[src/rtl/flow_pulse_meter.sv]
// flow_pulse_meter: counts synchronised rising edges of a hall-effect flow
// sensor over back-to-back GATE_CYCLES windows and publishes a saturated
// 4-bit rate code with a one-cycle valid strobe.
// Build option: define FLOW_PULSE_AVERAGE_EN to publish the rounded mean of
// the current and previous window results instead of the raw result.
module flow_pulse_meter #(
  parameter int GATE_CYCLES = 1000,
  parameter int SYNC_STAGES = 2,
  parameter int RATE_SHIFT  = 0
) (
  input  logic       clk,
  input  logic       rst,
  input  logic       sensor_pulse,
  input  logic       enable,
  output logic [3:0] flow_rate,
  output logic       rate_valid,
  output logic       overflow
);

  localparam int            TW     = (GATE_CYCLES > 2) ? $clog2(GATE_CYCLES) : 1;
  localparam logic [TW-1:0] T_LAST = TW'(GATE_CYCLES - 1);
  localparam int            WW     = $clog2(SYNC_STAGES + 1) + 1;
  localparam logic [WW-1:0] W_LAST = WW'(SYNC_STAGES);

  typedef enum logic [1:0] {
    WARM = 2'd0,
    IDLE = 2'd1,
    RUN  = 2'd2
  } state_t;

  state_t                 state_q;
  logic [SYNC_STAGES-1:0] sync_q;
  logic                   sync_out;
  logic                   edge_q;
  logic                   pulse_edge;
  logic [WW-1:0]          warm_q;
  logic [TW-1:0]          timer_q;
  logic [15:0]            count_q;

  logic [16:0]            win_sum;
  logic [16:0]            scaled;
  logic                   cur_ovf;
  logic [3:0]             cur;
  logic [3:0]             new_rate;
  logic                   terminal;

  // Sensor synchroniser: shift register, oldest stage is the clean sample
  always_ff @(posedge clk) begin
    if (rst) sync_q <= '0;
    else     sync_q <= {sync_q[SYNC_STAGES-2:0], sensor_pulse};
  end

  assign sync_out = sync_q[SYNC_STAGES-1];

  // Edge register follows the synchronised level in every state, so a level
  // that is already high when RUN begins never looks like a fresh edge
  always_ff @(posedge clk) begin
    if (rst) edge_q <= 1'b0;
    else     edge_q <= sync_out;
  end

  assign pulse_edge = sync_out & ~edge_q;
  assign terminal   = (state_q == RUN) && enable && (timer_q == T_LAST);

  // Closing count includes an edge landing on the terminal cycle; 17 bits so
  // a saturated counter plus that edge cannot wrap
  always_comb begin
    win_sum = {1'b0, count_q} + {16'd0, pulse_edge};
    scaled  = win_sum >> RATE_SHIFT;
    cur_ovf = (scaled > 17'd15);
    cur     = cur_ovf ? 4'd15 : scaled[3:0];
  end

`ifdef FLOW_PULSE_AVERAGE_EN
  logic [3:0] prev_q;
  logic       first_q;
  logic [3:0] prev_sel;
  logic [4:0] avg_sum;

  // First window after entering RUN averages against itself
  always_comb begin
    prev_sel = first_q ? cur : prev_q;
    avg_sum  = {1'b0, cur} + {1'b0, prev_sel} + 5'd1;
    new_rate = avg_sum[4:1];
  end

  // History register: cleared outside RUN, updated on every closed window
  always_ff @(posedge clk) begin
    if (rst) begin
      prev_q  <= 4'd0;
      first_q <= 1'b1;
    end else if (state_q != RUN) begin
      first_q <= 1'b1;
    end else if (terminal) begin
      prev_q  <= cur;
      first_q <= 1'b0;
    end
  end
`else
  assign new_rate = cur;
`endif

  // Control FSM with window timer, edge counter and registered outputs
  always_ff @(posedge clk) begin
    if (rst) begin
      state_q    <= WARM;
      warm_q     <= '0;
      timer_q    <= '0;
      count_q    <= 16'd0;
      flow_rate  <= 4'd0;
      rate_valid <= 1'b0;
      overflow   <= 1'b0;
    end else begin
      rate_valid <= 1'b0;
      case (state_q)
        WARM: begin
          timer_q <= '0;
          count_q <= 16'd0;
          if (warm_q == W_LAST) state_q <= IDLE;
          else                  warm_q  <= warm_q + 1'b1;
        end
        IDLE: begin
          timer_q <= '0;
          count_q <= 16'd0;
          if (enable) state_q <= RUN;
        end
        RUN: begin
          if (!enable) begin
            // aborted window: partial count dropped, outputs hold
            state_q <= IDLE;
            timer_q <= '0;
            count_q <= 16'd0;
          end else if (timer_q == T_LAST) begin
            timer_q    <= '0;
            count_q    <= 16'd0;
            flow_rate  <= new_rate;
            overflow   <= cur_ovf;
            rate_valid <= 1'b1;
          end else begin
            timer_q <= timer_q + 1'b1;
            if (pulse_edge && (count_q != 16'hFFFF)) count_q <= count_q + 16'd1;
          end
        end
        default: state_q <= WARM;
      endcase
    end
  end

endmodule
[config.mk]
export PLATFORM = sky130hd
export DESIGN_NAME = flow_pulse_meter
export DESIGN_NICKNAME = d
export VERILOG_FILES = /design/src/rtl/flow_pulse_meter.sv
export SDC_FILE = /design/constraint.sdc
export NUM_CORES = 1
export LEC_CHECK = 0
export ABC_AREA = 1
export BUFFER_PORTS_ARGS = -buffer_cell sky130_fd_sc_hd__buf_4
export CAP_MARGIN = 5
export CORE_UTILIZATION = 40
export CTS_BUF_LIST = sky130_fd_sc_hd__clkbuf_16
export CTS_CLUSTER_SIZE = 16
export DETAILED_ROUTE_END_ITERATION = 16
export PLACE_DENSITY = 0.61
export SYNTH_ARGS = -nofsm -noshare
export SYNTH_HDL_FRONTEND = slang
export SYNTH_SLANG_ARGS = --single-unit
[constraint.sdc]
create_clock -name clk -period 2.5 [get_ports clk]
set_clock_uncertainty 0.1 [all_clocks]
set_input_delay 0.125 -clock clk [delete_from_list [all_inputs] [get_ports clk]]
set_output_delay 0.125 -clock clk [all_outputs]
set_load 0.03 [all_outputs]
==> out/results.ini <==
[cells_and_area]
n_antenna_cell=0
nets=378
drive_above_1_share=0.136
syn_to_final_growth_pct=15.7
final_cell_area_mm2=0.00271
fin_cells=441
fillCellCount=560

[pwr]
p_per_area_mw_per_mm2=575
finalPower_mw=1.56
p_seq_frac=0.439
p_sw_frac=0.240
comb_power_share=0.081
p_leak_nw=1.19
p_int_mw=1.18
clockPowerShare=0.480
power_switching_mw=0.374
ir_drop_mv=0.406

[global_routing]
grt_overflow_total=0
grt_max_degree=15
grt_usage=0.187
antenna_found_initial=0
grt_pass1_vias=2045
grt_pass1_wl_um=9110

[synthesis]
yosysWarnings=0
synth_simple_gate_area_frac=0.403
synth_cell_types=33
yosysMostFrequentCell=nand2_1
synth_top_area_frac=0.342
seq_area_frac_synth=0.342
postSynthAreaPerCell_um2=6.73
syn-num-nets=358
synth_area_leader_cell=dfxtp_1
synth_xor_area_frac=0.0337
yosys.area_share.adder=0.0321
async_flop_share=0
syn_inst=348
synth.cell_area_mm2=0.00234
synth_edf_count=0
synth_top_family_by_area=simple AND/OR/NAND/NOR gates
synth-seq-cells=40
synthMuxAreaShare=0
synthTopCellsByArea=dfxtp_1 (34%), nand2_1 (11%), nor2_1 (9.3%)
synthTopCellsByCount=nand2_1 (71), nor2_1 (58), inv_1 (48)
synthFlopType=dfxtp_1
synth_compound_area_frac=0.0946

[cts]
insertion_delay_ns=0.29
cts.path.max_buffers=2
clock_sinks=40
cts_tree=built
cts_buffers=5
cts_root_buf=clkbuf_16
post_cts_resized=0
cts_max_level=2
post_cts_buffers=0
clkTransAtPathRegs_ns=0.06

[die]
core_area_mm2=0.00557
dieHeight_um=78.5
die_w_um=78.5
num_rows=27
die-area_mm2=0.00616
start_util=0.420
ios=10

[sta]
relSlewSlack=0.713
rsz0062_at_grt=no
fin_crit_ns=2.24
setup_tns_ns=0
tightestPinTransition_ns=0.430
drv_slew=0
setup_viol=0
finalCritPeriodShare=0.895
fmax_ghz=0.447
hold_slack_ns=0.0390
hold_violations=0

[routing]
via_count=2113
drc_errors=0
wl_per_cell_um=11.6
drt_wl_total_um=5100
via_per_inst=4.79
ant_nets=0
firstDrtPassIters=4
dr.first_iter.drc_count=100

[setup_path]
slowest_delay_ns=0.31
cp-end-kind=flip-flop
rrSetupSlack_ns=0.26
crit_chain=inv_1, nor2_1, ha_1, ha_1, nand3_2, nor2_4, nand2_1, nand2_1, nand2_1, nor2_1, nand2_1, nor2_2, nand3_1, nand2_1, inv_1
worstSetupPathType=reg2reg
start_kind=flip-flop
critical_path_required_ns=2.59
critPathMostFrequentCell=nand2_1
crit_arrival_ns=2.33
crit_path_top_delay_cell=dfxtp_1
cp_max_fo=5

[place]
port-buffer-count=9
dp_hpwl_um=3960
gp_congestion=0.910
dp_cells=430
placed_area_mm2=0.00251

[worst_hold_path]
min_path_type=in2reg

[run_status]
outcome=finished clean

[run]
timing.max_cap.violations=0

[metal layers]
layer	global-route usage	share of wire	wire length [um]	up-vias
met1	0.243	0.49	2480	922
met4	0.0704	0.018	93	0
met5	0	0	0	-
li1	-	-	-	1146
met3	0.0349	0.034	174	8
met2	0.305	0.46	2350	37
[worst max-delay path, delay by kind of cell, from the launching register on]
| family | cells | cell delay, ns |
|---|---|---|
| adder cells (fa/ha/maj) | 2 | 0.47 |
| flip-flops | 1 | 0.31 |
| buffers and inverters | 2 | 0.08 |
| AND/OR/NAND/NOR | 11 | 1.17 |
[registers in the layout (all words and copies together) (netlist names)]
signal / flops
count_q: 16
flow_rate: 4
overflow: 1
timer_q: 10
state_q: 2
sync_q: 2
edge_q: 1
rate_valid: 1
warm_q: 3
[cell usage in the layout (no fill, tap or decap), types with 6 or more instances in the layout]
cell	instances
nand2_1	71
nor2_1	58
inv_1	48
dfxtp_1	40
a21oi_1	22
nand3_1	20
buf_4	13
nor3_1	11
nand2_2	10
o21ai_0	8
xor2_1	6
ha_1	6
[cell type report]
cell class | instances | area (um2) | share of cell area
inverters | 52 | 199 | 0.0735
clock inverters | 3 | 46.3 | 0.0171
flip-flops and latches | 40 | 801 | 0.296
multi-input cells | 253 | 1320 | 0.487
clock buffers | 5 | 125 | 0.0462
well taps | 72 | 90.1 | 0.0333
repair buffers | 16 | 128 | 0.0471
[timing repair]
| item | CTS | global route |
|---|---|---|
| endpoints found under the setup margin | 0 | 0 |
| hold buffers | 3 | 0 |
| hold endpoints to repair | 4 | 0 |
[final timing paths]
path / startpoint / to / cells after the start
max: sync_q[1] / flow_rate[0] / 15
min: enable / count_q[9] / 3
max reg2reg: sync_q[1] / flow_rate[0] / 15
min reg2reg: sync_q[0] / sync_q[1] / 2
[cell families (layout without fill, tap and decap cells)]
logic type | after synthesis | after routing
buf+inv | 55 | 76
fa+ha+maj | 6 | 6
simple gates | 197 | 197
flops | 40 | 40
compound gates | 41 | 41
xor+xnor | 9 | 9
[per-stage QoR]
step	utilization	setup WS, ns
2_1_floorplan	-	0.621
3_3_place_gp	0.450	0.302
3_5_place_dp	0.450	0.293
4_1_cts	0.486	0.272
5_1_grt	0.486	0.0396
6_report	0.486	0.262
[power by group through the flow]
stage          sequential (mW)  combinational, mW  clock, mW
3_5_place_dp             0.698              0.125          0
4_1_cts                  0.684              0.129      0.761
3_3_place_gp             0.697              0.122          0
2_1_floorplan            0.694              0.100          0
5_1_grt                  0.687              0.148      0.786
6_report                 0.683              0.126      0.748
Power figures use the tool's default switching activity.
